===== src/rtl/isp_loader_pkg.sv =====
// isp_loader_pkg: shared definitions for the ISP frame loader.
//   - state_t      : loader FSM encoding (3 bits)
//   - ADDR_BYTES / COUNT_BYTES / WORD_BYTES : frame field lengths in bytes
//   - DEFAULT_SYNC_BYTE : frame header byte
//   - xor_fold     : running checksum step used when ISP_LOADER_CHECKSUM_EN is defined
package isp_loader_pkg;

  typedef enum logic [2:0] {
    ST_IDLE  = 3'd0,
    ST_ADDR  = 3'd1,
    ST_COUNT = 3'd2,
    ST_DATA  = 3'd3,
    ST_WRITE = 3'd4,
    ST_CHECK = 3'd5,
    ST_START = 3'd6
  } state_t;

  localparam int ADDR_BYTES  = 3;
  localparam int COUNT_BYTES = 2;
  localparam int WORD_BYTES  = 4;

  localparam logic [7:0] DEFAULT_SYNC_BYTE = 8'hA5;

  // One step of the frame checksum: XOR of every byte after the sync byte.
  function automatic logic [7:0] xor_fold(input logic [7:0] acc, input logic [7:0] b);
    return acc ^ b;
  endfunction

endpackage


===== src/rtl/isp_byte_assembler.sv =====
// isp_byte_assembler: little-endian byte-to-word shift register shared by the
// ADDR, COUNT and DATA fields of an ISP frame.
// Ports:
//   clock, reset   : clock and synchronous active-high reset
//   clear          : drop any partially assembled field
//   load           : data_in is a byte of the current field this cycle
//   data_in[7:0]   : incoming byte (first byte of a field lands in bits [7:0])
//   length[2:0]    : number of bytes in the current field (1..4)
//   word[31:0]     : assembled value including data_in in its lane
//   full           : this load completes the field; word is then the full value
module isp_byte_assembler (
  input  logic        clock,
  input  logic        reset,
  input  logic        clear,
  input  logic        load,
  input  logic [7:0]  data_in,
  input  logic [2:0]  length,
  output logic [31:0] word,
  output logic        full
);

  logic [31:0] acc_r;
  logic [2:0]  index_r;

  // Place the incoming byte into the lane selected by the byte index.
  always_comb begin
    word = acc_r;
    case (index_r)
      3'd0:    word[7:0]   = data_in;
      3'd1:    word[15:8]  = data_in;
      3'd2:    word[23:16] = data_in;
      3'd3:    word[31:24] = data_in;
      default: word        = acc_r;
    endcase
  end

  assign full = load && (index_r == (length - 3'd1));

  // Byte index and partial-word register; a completed field restarts at lane 0
  // so the next field can begin on the following byte.
  always_ff @(posedge clock) begin
    if (reset) begin
      acc_r   <= 32'd0;
      index_r <= 3'd0;
    end else if (clear || full) begin
      acc_r   <= 32'd0;
      index_r <= 3'd0;
    end else if (load) begin
      acc_r   <= word;
      index_r <= index_r + 3'd1;
    end else begin
      acc_r   <= acc_r;
      index_r <= index_r;
    end
  end

endmodule


===== src/rtl/isp_loader.sv =====
// isp_loader: ISP front end that turns a framed byte stream into 32-bit word
// writes into core instruction memory, then pulses start with the load address.
// Frame: SYNC, ADDR[3] (LE, upper 4 bits ignored), COUNT[2] (LE, words),
//        COUNT*4 data bytes (LE words), and with ISP_LOADER_CHECKSUM_EN defined
//        one checksum byte (XOR of every byte after SYNC).
// Optional feature macro: ISP_LOADER_CHECKSUM_EN (adds the CHECK state).
// Ports:
//   clock, reset      : clock and synchronous active-high reset
//   rx_data, rx_valid : incoming byte stream
//   rx_ready          : byte accepted when rx_valid && rx_ready
//   isp_address/isp_data/isp_write : word write port into the core
//   core_stall        : holds the core while a frame is loading
//   start, prog_address : one-cycle start pulse and start PC (held afterwards)
//   busy              : frame in progress
//   error             : sticky timeout/checksum error, cleared by next SYNC
module isp_loader import isp_loader_pkg::*; #(
  parameter int         ADDRESS_BITS   = 20,
  parameter int         DATA_WIDTH     = 32,
  parameter logic [7:0] SYNC_BYTE      = DEFAULT_SYNC_BYTE,
  parameter int         TIMEOUT_CYCLES = 100000
) (
  input  logic                    clock,
  input  logic                    reset,
  input  logic [7:0]              rx_data,
  input  logic                    rx_valid,
  output logic                    rx_ready,
  output logic [ADDRESS_BITS-1:0] isp_address,
  output logic [DATA_WIDTH-1:0]   isp_data,
  output logic                    isp_write,
  output logic                    core_stall,
  output logic                    start,
  output logic [ADDRESS_BITS-1:0] prog_address,
  output logic                    busy,
  output logic                    error
);

  localparam int TW = $clog2(TIMEOUT_CYCLES + 1);
  localparam logic [TW-1:0] IDLE_LAST = TW'(TIMEOUT_CYCLES - 1);

`ifdef ISP_LOADER_CHECKSUM_EN
  localparam state_t POST_DATA = ST_CHECK;
`else
  localparam state_t POST_DATA = ST_START;
`endif

  state_t                  state_r, state_next;
  logic [15:0]             count_r, count_next;
  logic [TW-1:0]           idle_cnt_r, idle_next;
  logic [ADDRESS_BITS-1:0] address_next, prog_next;
  logic [DATA_WIDTH-1:0]   data_next;
  logic                    stall_next, error_next, write_next, start_next;
  logic                    accept, counting;
  logic                    asm_load, asm_clear, asm_full;
  logic [2:0]              asm_length;
  logic [31:0]             asm_word;

`ifdef ISP_LOADER_CHECKSUM_EN
  logic [7:0]              xor_r;
`endif

  assign accept = rx_valid && rx_ready;

  isp_byte_assembler u_asm (
    .clock   (clock),
    .reset   (reset),
    .clear   (asm_clear),
    .load    (asm_load),
    .data_in (rx_data),
    .length  (asm_length),
    .word    (asm_word),
    .full    (asm_full)
  );

  // Next-state and next-output decode for the frame FSM, including inactivity timeout.
  always_comb begin
    state_next   = state_r;
    address_next = isp_address;
    data_next    = isp_data;
    prog_next    = prog_address;
    count_next   = count_r;
    idle_next    = idle_cnt_r;
    stall_next   = core_stall;
    error_next   = error;
    write_next   = 1'b0;
    start_next   = 1'b0;
    asm_load     = 1'b0;
    asm_clear    = 1'b0;
    asm_length   = 3'(WORD_BYTES);
    counting     = 1'b0;

    case (state_r)
      ST_IDLE: begin
        asm_clear = 1'b1;
        if (accept && (rx_data == SYNC_BYTE)) begin
          state_next = ST_ADDR;
          stall_next = 1'b1;
          error_next = 1'b0;
        end else begin
          state_next = ST_IDLE;
        end
      end
      ST_ADDR: begin
        counting   = 1'b1;
        asm_length = 3'(ADDR_BYTES);
        asm_load   = accept;
        if (asm_full) begin
          address_next = asm_word[ADDRESS_BITS-1:0];
          prog_next    = asm_word[ADDRESS_BITS-1:0];
          state_next   = ST_COUNT;
        end else begin
          state_next = ST_ADDR;
        end
      end
      ST_COUNT: begin
        counting   = 1'b1;
        asm_length = 3'(COUNT_BYTES);
        asm_load   = accept;
        if (asm_full) begin
          count_next = asm_word[15:0];
          if (asm_word[15:0] == 16'd0) begin
            state_next = POST_DATA;
          end else begin
            state_next = ST_DATA;
          end
        end else begin
          state_next = ST_COUNT;
        end
      end
      ST_DATA: begin
        counting   = 1'b1;
        asm_length = 3'(WORD_BYTES);
        asm_load   = accept;
        if (asm_full) begin
          data_next  = asm_word[DATA_WIDTH-1:0];
          write_next = 1'b1;
          state_next = ST_WRITE;
        end else begin
          state_next = ST_DATA;
        end
      end
      ST_WRITE: begin
        // The strobe cycle is over: advance to the next word slot.
        address_next = isp_address + ADDRESS_BITS'(1);
        count_next   = count_r - 16'd1;
        if (count_r == 16'd1) begin
          state_next = POST_DATA;
        end else begin
          state_next = ST_DATA;
        end
      end
`ifdef ISP_LOADER_CHECKSUM_EN
      ST_CHECK: begin
        counting = 1'b1;
        if (accept) begin
          if (rx_data == xor_r) begin
            state_next = ST_START;
          end else begin
            state_next = ST_IDLE;
            error_next = 1'b1;
            stall_next = 1'b0;
          end
        end else begin
          state_next = ST_CHECK;
        end
      end
`endif
      ST_START: begin
        state_next = ST_IDLE;
      end
      default: begin
        state_next = ST_IDLE;
      end
    endcase

    // Inactivity timeout: only byte-waiting states count; WRITE/START hold the count.
    if (counting) begin
      if (accept) begin
        idle_next = '0;
      end else if (idle_cnt_r == IDLE_LAST) begin
        idle_next  = '0;
        state_next = ST_IDLE;
        error_next = 1'b1;
        stall_next = 1'b0;
      end else begin
        idle_next = idle_cnt_r + TW'(1);
      end
    end else if (state_r == ST_IDLE) begin
      idle_next = '0;
    end else begin
      idle_next = idle_cnt_r;
    end

    // The core is released in the same cycle it is told to start.
    if (state_next == ST_START) begin
      start_next = 1'b1;
      stall_next = 1'b0;
    end else begin
      start_next = 1'b0;
    end
  end

  // State and registered outputs; rx_ready/busy are decoded from the next state.
  always_ff @(posedge clock) begin
    if (reset) begin
      state_r      <= ST_IDLE;
      count_r      <= 16'd0;
      idle_cnt_r   <= '0;
      rx_ready     <= 1'b1;
      isp_address  <= '0;
      isp_data     <= '0;
      isp_write    <= 1'b0;
      core_stall   <= 1'b0;
      start        <= 1'b0;
      prog_address <= '0;
      busy         <= 1'b0;
      error        <= 1'b0;
    end else begin
      state_r      <= state_next;
      count_r      <= count_next;
      idle_cnt_r   <= idle_next;
      rx_ready     <= (state_next != ST_WRITE) && (state_next != ST_START);
      isp_address  <= address_next;
      isp_data     <= data_next;
      isp_write    <= write_next;
      core_stall   <= stall_next;
      start        <= start_next;
      prog_address <= prog_next;
      busy         <= (state_next != ST_IDLE);
      error        <= error_next;
    end
  end

`ifdef ISP_LOADER_CHECKSUM_EN
  // Running XOR of every field byte; restarts while waiting for the next sync.
  always_ff @(posedge clock) begin
    if (reset) begin
      xor_r <= 8'd0;
    end else if (state_r == ST_IDLE) begin
      xor_r <= 8'd0;
    end else if (asm_load) begin
      xor_r <= xor_fold(xor_r, rx_data);
    end else begin
      xor_r <= xor_r;
    end
  end
`endif

endmodule


===== config.mk =====
export PLATFORM = sky130hd
export DESIGN_NAME = isp_loader
export DESIGN_NICKNAME = d
export VERILOG_FILES = /design/src/rtl/isp_loader_pkg.sv /design/src/rtl/isp_byte_assembler.sv /design/src/rtl/isp_loader.sv
export SDC_FILE = /design/constraint.sdc
export NUM_CORES = 1
export LEC_CHECK = 0
export ABC_AREA = 1
export BUFFER_PORTS_ARGS = -buffer_cell sky130_fd_sc_hd__buf_2
export CORE_AREA = 3 3 125 127
export CTS_CLUSTER_DIAMETER = 200
export DETAILED_ROUTE_END_ITERATION = 12
export DIE_AREA = 0 0 128 130
export PLACE_DENSITY = 0.74
export SYNTH_ARGS = -nofsm -noshare
export SYNTH_HDL_FRONTEND = slang
export SYNTH_SLANG_ARGS = --single-unit

===== constraint.sdc =====
create_clock -name clock -period 2.5 [get_ports clock]
set_input_delay 0.125 -clock clock [delete_from_list [all_inputs] [get_ports clock]]
set_output_delay 0.125 -clock clock [all_outputs]
set_load 0.005 [all_outputs]

---- Word level (Yosys, flattened, before mapping) ----
Index checks and enable logic that the tools add are counted.
word-level totals
  flip-flop bits (word level) ............. 149
  bits in latches ......................... 0
  memory bits (writable) .................. 0
  memory bits (read-only) ................. 0
  input bits .............................. 11
  output and inout bits ................... 78
  word-level logic and storage cells ...... 94
  memories kept ........................... 0
operators by class
  add/subtract/negate cells ............... 5
  $mul .................................... 0
  div/mod/pow operators ................... 0
  order comparisons ....................... 0
  eq/ne operators ......................... 16
  shift operators ......................... 0
  mux-type cells .......................... 38
  bitwise logic cells ..................... 1
  reductions and logical operators ........ 20
operators with widths
  cell                     count
  $mux W17                 4
  $pmux W20 S2             1
  $mux W8                  4
  $pmux W16 S2             1
  $mux W3                  7
  $add A20 B1 Y20 const B  1
  $mux W20                 1
  $add A17 B1 Y17 const B  1
  $eq A17 B17 Y1 const B   1
  $eq A16 B1 Y1 const B    1
  $logic_not A16 Y1        1
  $mux W1                  16
  $mux W16                 1
  $sub A16 B1 Y16 const B  1
  $pmux W3 S5              1
  $eq A3 B2 Y1 const B     4
  $eq A8 B8 Y1 const B     1
  $reduce_and A2 Y1        4
  $eq A3 B1 Y1 const B     2
  $eq A3 B3 Y1 const B     2
  $logic_not A3 Y1         2
  $ne A3 B3 Y1 const B     2
  $pmux W3 S2              1
  $reduce_bool A2 Y1       3
  11 further kinds         17

---- Logic depth before layout (Yosys ltp) ----
  depth after elaboration ................. 12
  mapped depth ............................ 15
  depth with buffers taken out ............ 14

---- Modules after synthesis ----
A second synthesis with hierarchy kept.
second synthesis, totals
  cells, all modules ...................... 1,134
  area total of the unflattened synthesis .. 7,462.2 sq um
by module, submodules not included
  module              instances  cells an instance  area an instance (sq um)
  isp_loader          1          848                5,590.4
  isp_byte_assembler  1          286                1,871.8

---- Least setup slack after synthesis ----
OpenSTA, ideal clock, no wires.
  path type ............................... flip-flop to flip-flop
  start ................................... register u_asm.index_r[2]
  end ..................................... register u_asm.acc_r[25]
  arrival time ............................ 1,677 ps
  path slack .............................. 753 ps
  cell stages (with the launch flop) ...... 9
  buffers on the path ..................... 2
  period minus slack after synthesis ...... 1,747 ps
  cell sequence ........................... dfxtp_1 inv_2 buf_4 ha_1 clkbuf_1 nand2_1 o21ai_0 or2_2 a21oi_1
on the way
  longest elaborated chain between the ends .. 4
  elaborated cells on any way between the ends .. 6
  classes of those cells .................. 2 x eq/ne; 1 x mux; 3 x reduce/logical
ends and longest elaborated chain
  what                        RTL line                  RTL
  start, declared             isp_byte_assembler.sv:23  logic [2:0] index_r;
  start signal, assigned      isp_byte_assembler.sv:50  index_r <= index_r + 3'd1;
  start signal, assigned      isp_byte_assembler.sv:53  index_r <= index_r;
  $eq A3 B3 Y1                isp_byte_assembler.sv:37  assign full = load && (index_r == (length - 3'd1));
  $logic_and A1 B1 Y1         isp_byte_assembler.sv:37
  $logic_or A1 B1 Y1          isp_byte_assembler.sv:45  end else if (clear || full) begin
  $reduce_or A2 Y1 (no line)  --
  end signal, assigned        isp_byte_assembler.sv:49  acc_r <= word;
  end signal, assigned        isp_byte_assembler.sv:52  acc_r <= acc_r;
  end, declared               isp_byte_assembler.sv:22  logic [31:0] acc_r;
Several ways; a longest one is shown, not always the timed one.
A chain may end at the register's enable or synchronous reset.

---- Worst setup path after layout ----
  start ................................... register u_asm.index_r[0]
  end ..................................... register busy
on the way
  longest elaborated chain between the ends .. 10
  elaborated cells on any way between the ends .. 16
  classes of those cells .................. 2 x eq/ne; 10 x mux; 4 x reduce/logical
ends and longest elaborated chain
  what                                                     RTL line                  RTL
  $eq A3 B1 Y1 / $logic_not A3 Y1 (equally long branches)  isp_byte_assembler.sv:28  case (index_r)
  $mux W8                                                  isp_byte_assembler.sv:28
  $logic_not A16 Y1                                        isp_loader.sv:120         if (asm_word[15:0] == 16'd0) begin
  $mux W3                                                  isp_loader.sv:120
  $mux W3                                                  isp_loader.sv:118         if (asm_full) begin
  $pmux W3 S5 *                                            isp_loader.sv:91          case (state_r)
  $mux W3                                                  isp_loader.sv:179         end else if (idle_cnt_r == IDLE_LAST) begin
  $mux W3                                                  isp_loader.sv:177         if (accept) begin
  $mux W3 *                                                isp_loader.sv:176         if (counting) begin
  $reduce_bool A3 Y1 *                                     isp_loader.sv:228         busy <= (state_next != ST_IDLE);
  end signal, assigned                                     isp_loader.sv:228
  end, declared                                            isp_loader.sv:33          output logic busy,
Every way passes the cells marked *; elsewhere a longest branch is shown, timed or not.

==> results list <==
- Cell area after synthesis: 7260 sq um
- Measured against its own limit, the worst slew margin works out to 0.485.
* HPWL after DPL: 14,200 microns
- Footprint of the multi-input gates: 3700 sq um
* Final worst slack: 0.256 ns
- The setup path with the least slack is of type reg2reg.
* Count of hold-fix buffers inserted at cts: 0
* Areal power density over the cells: 597 nW/um^2
- Die Outline Area: 16,600 sq um
- Of all nets on the critical path, the largest fanout is 8.
- Maximum clock skew at final layout: 0.00575 ns
- Post-synth EDFFs: 0
- Startpoint class of the critical path: flop
- In this run, CTS created clock tree buffers numbering 17.
- Clock latency on the worst-skew pair: 0.42 ns
- For the pin with the worst max-slew slack, the measured transition is 0.772 ns.
- Number of routed nets with antenna violations: 0
* Antenna violations before repair: 0
- Once layout is complete, the utilization of the core stands at 0.579.
* Period utilization: 0.898
- Clock tree synthesis found a total of 149 sinks.
* Fraction of layout instances using a drive strength above 1: 0.152
- Across all layers, the routed design uses 7,130 vias.
- Data arrival time at the worst-slack endpoint: 2.54 ns
- Final routed wire length divided by cell count: 15.1 microns
- STA classifies the critical path endpoint as a flop.
- A synthesized cell averages 6.83 sq um.
- The net count of the finished layout is 1,161.
- Final-report hold violation count: 0
* Most frequent standard cell in the layout excluding fill and tap cells: sky130_fd_sc_hd__nand2_1
* Drt drc: 0
* Clock tree from TritonCTS: built
- Fmax achieved: 446 MHz
* Height of the chip: 130 microns
* Count of fill cells added during filler insertion: 1,399
- The first global-routing pass estimated 32,500 microns of wire.
- Across the run, the number of max-cap violations was 0.
- Clock input transition at the sequential cells of the worst setup and hold paths: 0.06 ns
- RSZ-0062 raised after global routing: false
- Yosys printed 0 warnings.
- Among all flip-flop cells after synthesis, the most frequent one is sky130_fd_sc_hd__dfxtp_1.
- In the global route stage, overall resource usage came out at 0.243.
* Number of inserted diodes: 0
- Post-synth net total: 1,083
- Number of post-CTS setup repair buffers: 0
- Largest buffer count on any clock path: 2
* Pre-CTS setup slack: 0.314 ns
* Required @ worst endpoint: 2.80 ns
* Final Setup Violations: 0
- Count of cells resized by post-cts repair: 0
- The total count of max-transition violations in the final report came to 0.
* Number of distinct library cells after synthesis: 37
* Cell leakage power: 3.58 nW
- Result of the run: finished clean
* Final Routed Wirelength: 20,200 microns
- In the layout the commonest cells are sky130_fd_sc_hd__nand2_1 (296), sky130_fd_sc_hd__dfxtp_1 (149), sky130_fd_sc_hd__nor2_1 (140).
- The worst-case IR drop observed on VDD is 0.605 mV.
* Pin count of the biggest net entering global routing: 69
- The area growth from synthesis to layout is 15.9%.
- GRT Residual Overflow: 0
* Combined flip-flop and latch cell area: 2980 sq um
- Post-synthesis instance total: 1,063
- The core region is 14,500 sq um.
- FP Rows: 44
- Post-detailed-route via-to-cell ratio: 5.33
- Drt pass-1 iters: 6
* Proportion of synthesized chip area in sequential cells: 0.411
- The via count of the first global-routing pass is 6,435.
- Pin placement for this block handled 89 I/O pins.
- Width of the chip: 128 microns
- Worst hold path class: in2reg
* Time the worst path needs with I/O delays and setup: 2.24 ns
* Detailed Route Iter0 Violations: 532
- Input and output buffers added on the ports amount to 88.
- Final-layout setup total negative slack: 0 ns
- Effective utilization at floorplan: 0.499
- The cell sitting at the root of the clock tree is a sky130_fd_sc_hd__clkbuf_16.
- Counting flops and latches in the post-synthesis netlist gives 149.
- FFs w/ async S/R, synth: 0
- Level count of the clock H-tree: 4
- Routability Congestion: 0.962
through the flow:
stage | hold WS, ns | instances | total power [W] | instance area [sq um]
final | 0.0691 | 1337 | 0.00502 | 8410
after global routing | 0.0919 | 1337 | 0.00516 | 8410
after CTS | 0.0671 | 1337 | 0.00505 | 8410
after detailed placement | 0.449 | 1306 | 0.00251 | 7820
after global placement | 0.445 | 1306 | 0.00251 | 7820
after floorplan | 0.296 | 1063 | 0.00247 | 7260
cells by family after synthesis:
| kind of cell | synth area share |
|---|---|
| xor gates and xnor gates | 0.0241 |
| muxes | 0.00689 |
| and+or+nand+nor | 0.327 |
| AOI/OAI and AO/OA | 0.136 |
| buffers and inverters | 0.0798 |
| DFF | 0.411 |
| adders and majority gates | 0.0155 |
final cells by class:
| type | count | area share |
|---|---|---|
| Multi-Input combinational cell | 776 | 0.440 |
| Sequential cell | 149 | 0.355 |
| Timing Repair Buffer | 104 | 0.0666 |
| Clock buffer | 20 | 0.0555 |
| Inverter | 93 | 0.0415 |
| Tap cell | 184 | 0.0274 |
| Clock inverter | 11 | 0.0149 |
critical path, cell delays in order, from the launching register on:
cell                      delay (ns)
sky130_fd_sc_hd__dfxtp_1        0.35
sky130_fd_sc_hd__inv_1          0.18
sky130_fd_sc_hd__ha_1           0.32
sky130_fd_sc_hd__nand2_1        0.23
sky130_fd_sc_hd__nand2_1        0.11
sky130_fd_sc_hd__nand2_1        0.18
sky130_fd_sc_hd__nor2_1         0.13
sky130_fd_sc_hd__nand2_1        0.09
sky130_fd_sc_hd__nor2_1         0.17
sky130_fd_sc_hd__nand2_1        0.08
sky130_fd_sc_hd__nand2_1        0.06
sky130_fd_sc_hd__nand2_1        0.06
sky130_fd_sc_hd__nand2_1        0.08
sky130_fd_sc_hd__nand3_1        0.08
synthesized netlist by cell type, types with 6 or more instances:
library cell	instances	area [sq um]
sky130_fd_sc_hd__a211oi_1	24	180
sky130_fd_sc_hd__a21oi_1	96	480
sky130_fd_sc_hd__buf_2	16	80.1
sky130_fd_sc_hd__clkbuf_1	21	78.8
sky130_fd_sc_hd__dfxtp_1	149	2980
sky130_fd_sc_hd__ha_1	9	113
sky130_fd_sc_hd__inv_1	86	323
sky130_fd_sc_hd__inv_2	6	22.5
sky130_fd_sc_hd__nand2_1	296	1110
sky130_fd_sc_hd__nand2_2	7	43.8
sky130_fd_sc_hd__nand3_1	59	295
sky130_fd_sc_hd__nand4_1	9	56.3
sky130_fd_sc_hd__nor2_1	140	526
sky130_fd_sc_hd__nor3_1	19	95.1
sky130_fd_sc_hd__o21ai_0	45	225
sky130_fd_sc_hd__or2_2	17	106
sky130_fd_sc_hd__xnor2_1	6	52.6
sky130_fd_sc_hd__xor2_1	14	123
sequential cells by signal, indices dropped and copies added (netlist names):
name / flops
u_asm.acc_r: 32
start: 1
u_asm.index_r: 3
state_r: 3
core_stall: 1
count_r: 16
prog_address: 20
isp_write: 1
isp_data: 32
error: 1
busy: 1
rx_ready: 1
idle_cnt_r: 17
isp_address: 20
layer usage:
metal  part of all wire  vias up  routed length, microns  global-route usage
li1                   -     3593                       -                   -
met1               0.44     3227                    8820               0.330
met2               0.46      268                    9320               0.384
met3              0.081       42                    1640              0.0557
met4              0.023        0                     465              0.0830
met5                  0        -                       0                   0
final timing paths:
| path | start | endpoint | slack (ns) | cells past startpoint |
|---|---|---|---|---|
| setup / recovery | u_asm.index_r[0] | busy | 0.26 | 13 |
| setup reg to reg | u_asm.index_r[0] | busy | 0.26 | 13 |
| hold / removal | rx_data[5] | isp_data[13] | 0.07 | 3 |
| hold reg to reg | u_asm.acc_r[28] | u_asm.acc_r[28] | 0.46 | 2 |
report_power, final:
part           internal, W  switching [W]
Sequential         0.00237    0.000000108
Clock              0.00155        0.00101
Combinational    0.0000176      0.0000720
Power figures use the tool's default switching activity.
